$ cat src/rtl/uart_pkg.sv
// Shared UART definitions: frame FSM state encoding, parity-type codes and the
// parity helper used by both the transmit and receive paths.
package uart_pkg;

  typedef enum logic [2:0] {
    ST_IDLE   = 3'd0,
    ST_START  = 3'd1,
    ST_DATA   = 3'd2,
    ST_PARITY = 3'd3,
    ST_STOP   = 3'd4
  } uart_state_e;

  localparam logic PAR_EVEN = 1'b0;
  localparam logic PAR_ODD  = 1'b1;

  // Widest payload the helper accepts; callers zero-extend, which leaves the XOR unchanged.
  localparam int PAR_CALC_W = 64;

  function automatic logic parity_bit(input logic [PAR_CALC_W-1:0] data,
                                      input logic                  par_typ);
    return (par_typ == PAR_ODD) ? ~^data : ^data;
  endfunction

endpackage

$ cat src/rtl/uart_tx_serializer.sv
// Datapath of the UART transmitter: payload shift register, data-bit counter
// and the bit-period counter that paces every serial bit.
module uart_tx_serializer
  import uart_pkg::*;
#(
  parameter int DATA_WIDTH   = 8,
  parameter int CLKS_PER_BIT = 1
) (
  input  logic                  CLK,
  input  logic                  RST,
  input  logic                  i_load,
  input  logic [DATA_WIDTH-1:0] i_data,
  input  logic                  i_run,
  input  logic                  i_bit_clr,
  input  logic                  i_shift,
  output logic                  o_lsb,
  output logic                  o_lsb_next,
  output logic                  o_tick,
  output logic                  o_last
);

  localparam int              CNT_W      = $clog2(DATA_WIDTH + 1);
  localparam logic [15:0]     PERIOD_MAX = 16'(CLKS_PER_BIT - 1);
  localparam logic [CNT_W-1:0] LAST_BIT  = CNT_W'(DATA_WIDTH - 1);

  logic [DATA_WIDTH-1:0] r_shift;
  logic [CNT_W-1:0]      r_bit_cnt;
  logic [15:0]           r_period;

  // NOTE: nonblocking (<=) in clocked blocks so every register samples pre-edge values.
  always_ff @(posedge CLK or posedge RST) begin
    if (RST) begin
      r_shift   <= '0;
      r_bit_cnt <= '0;
      r_period  <= '0;
    end else begin
      if (i_load) begin
        r_shift <= i_data;
      end else if (i_shift) begin
        r_shift <= r_shift >> 1;
      end

      if (i_bit_clr) begin
        r_bit_cnt <= '0;
      end else if (i_shift) begin
        r_bit_cnt <= r_bit_cnt + CNT_W'(1);
      end

      // A load restarts the period so a back-to-back frame gets a full-length start bit.
      if (i_load || !i_run || o_tick) begin
        r_period <= '0;
      end else begin
        r_period <= r_period + 16'd1;
      end
    end
  end

  assign o_tick     = i_run && (r_period == PERIOD_MAX);
  assign o_last     = (r_bit_cnt == LAST_BIT);
  assign o_lsb      = r_shift[0];
  assign o_lsb_next = r_shift[1];

endmodule

$ cat src/rtl/uart_tx_core.sv
// UART transmitter: start bit, LSB-first data, optional parity, one stop bit.
// Define UART_TX_HOLD_EN to add a one-entry holding register for back-to-back frames.
module uart_tx_core
  import uart_pkg::*;
#(
  parameter int DATA_WIDTH   = 8,
  parameter int CLKS_PER_BIT = 1
) (
  input  logic                  CLK,
  input  logic                  RST,
  input  logic [DATA_WIDTH-1:0] P_DATA,
  input  logic                  DATA_VALID,
  input  logic                  PAR_EN,
  input  logic                  PAR_TYP,
  output logic                  TX_OUT,
  output logic                  Busy
);

  uart_state_e r_state;
  logic        r_tx;
  logic        r_busy;
  logic        r_par_en;
  logic        r_par_bit;

  logic                  w_tick;
  logic                  w_last;
  logic                  w_lsb;
  logic                  w_lsb_next;
  logic                  w_start;
  logic [DATA_WIDTH-1:0] w_load_data;
  logic                  w_load_pe;
  logic                  w_load_pt;
  logic                  w_load_par;

`ifdef UART_TX_HOLD_EN
  logic                  r_hold_full;
  logic                  r_hold_pe;
  logic                  r_hold_pt;
  logic [DATA_WIDTH-1:0] r_hold_data;
  logic                  w_end_stop;
  logic                  w_use_hold;
  logic                  w_hold_wr;

  assign w_end_stop = (r_state == ST_STOP) && w_tick;
  assign w_use_hold = w_end_stop && r_hold_full;

  // A frame starts from the input when idle or when the stop bit ends with nothing queued.
  assign w_start = ((r_state == ST_IDLE) && DATA_VALID) ||
                   (w_end_stop && (r_hold_full || DATA_VALID));

  assign w_hold_wr = DATA_VALID && (!r_hold_full || w_use_hold) &&
                     !(w_start && !w_use_hold);

  assign w_load_data = w_use_hold ? r_hold_data : P_DATA;
  assign w_load_pe   = w_use_hold ? r_hold_pe   : PAR_EN;
  assign w_load_pt   = w_use_hold ? r_hold_pt   : PAR_TYP;

  // NOTE: the holding payload is reset along with its flag, so no stale byte survives RST.
  always_ff @(posedge CLK or posedge RST) begin
    if (RST) begin
      r_hold_full <= 1'b0;
      r_hold_pe   <= 1'b0;
      r_hold_pt   <= 1'b0;
      r_hold_data <= '0;
    end else if (w_hold_wr) begin
      r_hold_full <= 1'b1;
      r_hold_pe   <= PAR_EN;
      r_hold_pt   <= PAR_TYP;
      r_hold_data <= P_DATA;
    end else if (w_use_hold) begin
      r_hold_full <= 1'b0;
    end
  end

  assign Busy = r_busy & r_hold_full;
`else
  assign w_start     = DATA_VALID && !r_busy;
  assign w_load_data = P_DATA;
  assign w_load_pe   = PAR_EN;
  assign w_load_pt   = PAR_TYP;
  assign Busy        = r_busy;
`endif

  assign w_load_par = parity_bit(PAR_CALC_W'(w_load_data), w_load_pt);

  uart_tx_serializer #(
    .DATA_WIDTH   (DATA_WIDTH),
    .CLKS_PER_BIT (CLKS_PER_BIT)
  ) u_serializer (
    .CLK        (CLK),
    .RST        (RST),
    .i_load     (w_start),
    .i_data     (w_load_data),
    .i_run      (r_state != ST_IDLE),
    .i_bit_clr  ((r_state == ST_START) && w_tick),
    .i_shift    ((r_state == ST_DATA) && w_tick && !w_last),
    .o_lsb      (w_lsb),
    .o_lsb_next (w_lsb_next),
    .o_tick     (w_tick),
    .o_last     (w_last)
  );

  // TX_OUT is loaded with the level of the state being entered, so it never lags the FSM.
  always_ff @(posedge CLK or posedge RST) begin
    if (RST) begin
      r_state   <= ST_IDLE;
      r_tx      <= 1'b1;
      r_busy    <= 1'b0;
      r_par_en  <= 1'b0;
      r_par_bit <= 1'b0;
    end else begin
      case (r_state)
        ST_IDLE: begin
          if (w_start) begin
            r_state   <= ST_START;
            r_tx      <= 1'b0;
            r_busy    <= 1'b1;
            r_par_en  <= w_load_pe;
            r_par_bit <= w_load_par;
          end
        end
        ST_START: begin
          if (w_tick) begin
            r_state <= ST_DATA;
            r_tx    <= w_lsb;
          end
        end
        ST_DATA: begin
          if (w_tick) begin
            if (!w_last) begin
              r_tx <= w_lsb_next;
            end else if (r_par_en) begin
              r_state <= ST_PARITY;
              r_tx    <= r_par_bit;
            end else begin
              r_state <= ST_STOP;
              r_tx    <= 1'b1;
            end
          end
        end
        ST_PARITY: begin
          if (w_tick) begin
            r_state <= ST_STOP;
            r_tx    <= 1'b1;
          end
        end
        ST_STOP: begin
          if (w_tick) begin
            if (w_start) begin
              r_state   <= ST_START;
              r_tx      <= 1'b0;
              r_par_en  <= w_load_pe;
              r_par_bit <= w_load_par;
            end else begin
              r_state <= ST_IDLE;
              r_tx    <= 1'b1;
              r_busy  <= 1'b0;
            end
          end
        end
        default: begin
          r_state <= ST_IDLE;
          r_tx    <= 1'b1;
          r_busy  <= 1'b0;
        end
      endcase
    end
  end

  assign TX_OUT = r_tx;

endmodule

$ cat config.mk
export PLATFORM = sky130hd
export DESIGN_NAME = uart_tx_core
export DESIGN_NICKNAME = d
export VERILOG_FILES = /design/src/rtl/uart_pkg.sv /design/src/rtl/uart_tx_serializer.sv /design/src/rtl/uart_tx_core.sv
export SDC_FILE = /design/constraint.sdc
export NUM_CORES = 1
export LEC_CHECK = 0
export ABC_AREA = 1
export CORE_MARGIN = 2
export CORE_UTILIZATION = 68
export CTS_BUF_LIST = sky130_fd_sc_hd__clkbuf_16
export CTS_CLUSTER_DIAMETER = 30
export DETAILED_ROUTE_END_ITERATION = 8
export DONT_BUFFER_PORTS = 1
export PLACE_DENSITY = 0.87
export SYNTH_ARGS = -nofsm -noshare
export SYNTH_HDL_FRONTEND = slang
export SYNTH_SLANG_ARGS = --single-unit
$ cat constraint.sdc
create_clock -name CLK -period 2.7 [get_ports CLK]
set_clock_uncertainty 0.05 [all_clocks]
set_input_delay 0.27 -clock CLK [delete_from_list [all_inputs] [get_ports CLK]]
set_output_delay 0.27 -clock CLK [all_outputs]
set_load 0.1 [all_outputs]
; ---- After elaboration in Yosys (flattened, before gate mapping)
; Cells that the tools add are included.
[op_classes]
muxes = 34
bitwise_logic = 1
reduce_logical = 23
add_sub_neg = 2
n_eq_ne = 12
[op_table]
columns = operator, count
row1 = XNOR reduction 64 bit, 1
row2 = XOR reduction 64 bit, 1
row3 = two-way mux 3 bit, 7
row4 = two-way mux 1 bit, 17
row5 = "adder 16 x 1 -> 16 bit, second input constant", 1
row6 = logical NOT 16 bit, 1
row7 = two-way mux 16 bit, 1
row8 = two-way mux 8 bit, 2
row9 = case mux 3 bit (5 select lines), 1
row10 = "!= test 2 x 1 -> 1 bit, second input constant", 5
row11 = two-way mux 4 bit, 2
row12 = "equality test 3 x 2 -> 1 bit, second input constant", 2
row13 = AND reduction 6 bit, 1
row14 = nonzero test 2 bit, 3
row15 = logical AND 1 bit, 5
row16 = case mux 1 bit (5 select lines), 1
row17 = AND reduction 5 bit, 1
row18 = "adder 4 x 1 -> 4 bit, second input constant", 1
row19 = "equality test 4 x 3 -> 1 bit, second input constant", 1
row20 = "!= test 2 bit, second input constant", 2
row21 = case mux 1 bit (2 select lines), 2
row22 = AND reduction 4 bit, 1
row23 = "equality test 3 x 1 -> 1 bit, second input constant", 1
row24 = "equality test 3 bit, second input constant", 1
row25 = other kinds (8), 11
[totals]
out_inout_bits = 2
in_bits = 13
regBits = 35
wordCells = 80

; ---- Longest topological paths before layout
[depth]
word_depth = 6
depth_mapped = 11
ltp_nobuf = 11

; ---- Cells and area by module
; Synthesis repeated with hierarchy kept, for this count alone.
[unflattened]
cells_unflattened = 285
hier_area_um2 = 2090.8
[by_module_without_submodules]
columns = mod, area_per_inst_um2, cells_per_inst, seq_area_each_um2, n_inst
row1 = uart_tx_serializer, 1480.2, 190, 700.7, 1
row2 = uart_tx_core, 610.6, 95, 176.4, 1

; ---- Worst setup path after synthesis
; OpenSTA, ideal clock, no wires.
[synth_path]
kind = reg2reg
start = register r_busy (netlist: Busy)
end = register u_serializer.r_period[10]
period_less_slack_ns = 1.976
stages_incl_launch_ff = 6
path_buffers = 1
path_slack_ns = 0.724
setup_time_ns = 0.071
required_ns = 2.579
arrival_time_ns = 1.855
path_cell_list = dfrtp_1 > nor2_1 > inv_1 > nand3_2 > buf_4 > nor2_1
[synth_via]
elab_chain_cells = 5
[synth_rtl]
columns = element, line_no
row1 = from (decl), uart_tx_core.sv:21  ; logic r_busy;
row2 = from (signal assigned), uart_tx_core.sv:108  ; r_busy <= 1'b0;
row3 = from (signal assigned), uart_tx_core.sv:117  ; r_busy <= 1'b1;
row4 = from (signal assigned), uart_tx_core.sv:157  ; r_busy <= 1'b0;
row5 = logical NOT 1 bit, uart_tx_core.sv:77  ; assign w_start = DATA_VALID && !r_busy;
row6 = logical AND 1 bit, uart_tx_core.sv:77
row7 = logical OR 1 bit (2 in a row), uart_tx_serializer.sv:50  ; if (i_load || !i_run || o_tick) begin
row8 = two-way mux 16 bit, uart_tx_serializer.sv:50
row9 = to (signal assigned), uart_tx_serializer.sv:53  ; r_period <= r_period + 16'd1;
row10 = to (decl), uart_tx_serializer.sv:28  ; logic [15:0] r_period;
; No other way between the ends.
; A chain may end at the register's enable or synchronous reset.

; ---- Worst setup path after layout
[layout_path]
start = register u_serializer.r_period[0]
end = register u_serializer.r_period[6]
[layout_via]
elab_chain_cells = 4
elab_cells_between_ends = 5
cone_classes = add/sub: 1 / mux: 1 / reduce/logical: 3
[layout_rtl]
columns = element, line_no
row1 = branches (longest 3 deep; another with adder 16 x 1 -> 16 bit), n/a
row2 = two-way mux 16 bit (*), uart_tx_serializer.sv:50
; Mark *: on every way between the ends.

==> impl_metrics.env <==
export IMPL_status="complete, no violations"
export IMPL_cts_htree_levels=2
export IMPL_yosysSeqAreaShare_pct=39.4
export IMPL_p_int_mw=1.21
export IMPL_drive_gt1_share_pct=8.46
export IMPL_firstDrtPassIters=4
export IMPL_drt_iter0_drc=132
export IMPL_syn_nets=328
export IMPL_pwr_share_seq_pct=39.1
export IMPL_root_buffer="clkbuf_16"
export IMPL_grtUsageTotal_pct=27.3
export IMPL_wl_um=4320
export IMPL_crit_chain="inv_1 -> ha_1 -> nand2_1 -> nor2_2 -> nand2_4 -> nand3_2 -> nor3_1"
export IMPL_antenna_cells=0
export IMPL_fill_cells=236
export IMPL_clock_sinks=35
export IMPL_grt_max_degree=36
export IMPL_floorplan_rows=20
export IMPL_cts_setup_buffers=0
export IMPL_path_delay_family="simple AND/OR/NAND/NOR gates"
export IMPL_vias_per_cell=5.30
export IMPL_yosysUniqueCellTypes=31
export IMPL_grt_overflow=0
export IMPL_cp_arrival_ps=1780
export IMPL_cts_buffers=5
export IMPL_max_slew_margin_pct=66.3
export IMPL_worstMarginPinSlew_ps=506
export IMPL_p_comb_share_pct=34.9
export IMPL_antenna_left=0
export IMPL_cts_tree="yes"
export IMPL_antenna_found_initial=0
export IMPL_crit_fanout=16
export IMPL_crit_buf_inv=1
export IMPL_routedWlPerCell_um=11.9
export IMPL_ys_warn_count=0
export IMPL_drc_errors=0
export IMPL_dpl_worst_slack_ps=1080
export IMPL_initial_utilization_pct=72.3
export IMPL_fin_crit_ps=1660
export IMPL_chipWidth_um=61.2
export IMPL_leakagePower_nw=1.22
export IMPL_cts_hold_buffers=1
export IMPL_io_pins=15
export IMPL_hp_class="input port to flop"
export IMPL_cp_start_kind="flop"
export IMPL_worst_slack_ps=1040
export IMPL_port_buffers=0
export IMPL_pwr_share_clk_pct=26.1
export IMPL_synth_top_cell_area_share_pct=38.2
export IMPL_grt_pass1_vias=1716
export IMPL_max_cap_violations=0
export IMPL_grt_pass1_wl_um=7470
export IMPL_core_area_um2=3080
export IMPL_crit_slowest_cell="dfrtp_1"
export IMPL_post_synth_top_area_cell="dfrtp_1"
export IMPL_rsz0062_at_grt="false"
export IMPL_crit_required_ps=2820
export IMPL_netSwitchingFraction_pct=39.7
export IMPL_place_hpwl_um=3160
export IMPL_gp_congestion=0.925
export IMPL_max_stage_delay_ps=390
export IMPL_endpoint_kind="flop"
export IMPL_syn_area_um2=2230
export IMPL_vias=1923
export IMPL_synth_avg_cell_area_um2=7.13
export IMPL_hold_ws_ps=65.1
export IMPL_finalCritPeriodShare_pct=61.4
export IMPL_nets=334
export IMPL_ys_ff_latch=35
export IMPL_syn_to_final_growth_pct=8.21
export IMPL_clk_latency_ps=280
export IMPL_fin_setup_tns_ps=0
export IMPL_syn_instance_count=312
export IMPL_fp_dieH_um=61.2
export IMPL_clk_pin_slew_worst_paths_ps=50
export IMPL_worstSetupPathType="flop to flop"
export IMPL_clk_path_buf_depth=2
export IMPL_power_density_nw_per_um2=836
export IMPL_die_area_um2=3750
export IMPL_p_sw_mw=0.798
export IMPL_maxSlewViolCount=0
export IMPL_hold_viol_final=0
export IMPL_fmax_mhz=603
export IMPL_synth_area_leaders="dfrtp_1, nand2_1, inv_1"
export IMPL_cts_repair_resized=0
export IMPL_max_vdd_ir_drop_v=0.000532
export IMPL_finalSetupViolCount=0
## cells in the mapped netlist (all sizes together)
library cell / instances
nand2: 97
nor2: 45
inv: 44
dfrtp: 34
nand3: 30
o21ai: 17
nor3: 8
a21oi: 7
xnor2: 5
xor2: 5
buf: 3
ha: 3
nand4: 3
clkbuf: 2
nand3b: 2
nor3b: 2
a211oi: 1
a21o: 1
dfstp: 1
nor4: 1
o211ai: 1
## layout by cell type (no fill, tap or decap), drive strengths merged
cell         netlist  final
dfstp              1      1
nand4              3      3
buf                3      3
a21oi              7      7
o21ai             17     17
xnor2              5      5
dlygate4sd3        0      1
nor3b              2      2
nor3               8      8
o211ai             1      1
nand2             97     97
nand3             30     30
nand3b             2      2
ha                 3      3
clkbuf             2      5
nor2              45     45
xor2               5      5
a21o               1      1
nor4               1      1
a211oi             1      1
dfrtp             34     34
inv               44     47
## per-stage QoR
step           cells  area, um2  utilization, %  total power, mW
6_report         363       2410            78.3             2.01
5_1_grt          363       2410            78.3             2.17
4_1_cts          363       2410            78.3             2.02
3_5_place_dp     354       2260            73.5             1.49
3_3_place_gp     354       2260            73.5             1.47
2_1_floorplan    312       2230               -             1.39
## state kept, by name, indices dropped and copies added, names as in the netlist
register,flops
u_serializer.r_period,16
u_serializer.r_shift,8
u_serializer.r_bit_cnt,4
r_state,3
Busy,1
TX_OUT,1
r_par_bit,1
r_par_en,1
## final timing paths
path	end	cells past startpoint	slack, ps	from
max	u_serializer.r_period[6]	7	1040	u_serializer.r_period[0]
min	r_par_en	2	70	PAR_EN
max reg2reg	u_serializer.r_period[6]	7	1040	u_serializer.r_period[0]
min reg2reg	r_par_bit	2	430	r_par_bit
max in group asynchronous	TX_OUT	3	1760	RST
min in group asynchronous	u_serializer.r_bit_cnt[2]	3	490	RST
## power by group through the flow
| stage | Sequential, mW | Combinational, mW | Clock, mW |
|---|---|---|---|
| floorplan | 0.807 | 0.579 | 0 |
| global placement | 0.791 | 0.678 | 0 |
| detailed placement | 0.794 | 0.698 | 0 |
| CTS | 0.785 | 0.707 | 0.529 |
| global route | 0.801 | 0.813 | 0.553 |
| finish | 0.787 | 0.702 | 0.524 |
## kinds of logic after synthesis
logic type               after synthesis  synth area share (%)
AND/OR/NAND/NOR                      188                  38.7
buffers and inverters                 49                  9.50
flip-flops                            35                  39.4
AO/OA/AOI/OAI                         27                  6.75
XOR/XNOR                              10                  3.93
adder cells (fa/ha/maj)                3                  1.69
## layer usage
layer,GRT usage (%),vias to the layer above,routed length [um]
met2,39.5,44,2000
met5,0,-,0
li1,-,990,-
met4,9.94,0,65
met3,7.14,7,205
met1,39.5,882,2050
## layout make-up
cell class              count  area, um2  share of cell area [%]
well taps                  44       55.1                    2.29
flip-flops and latches     35        877                    36.4
clock inverters             3       11.3                   0.468
inverters                  44        170                    7.06
clock buffers               5        125                    5.19
multi-input cells         228       1140                    47.2
repair buffers              4       32.5                    1.35
## worst reg2reg max path: cells and delay by family, from the launching register on
family | cells | cell delay, ps
simple gates | 5 | 850
flops | 1 | 390
fa+ha+maj | 1 | 200
buf+inv | 1 | 60
Power figures use the tool's default switching activity.
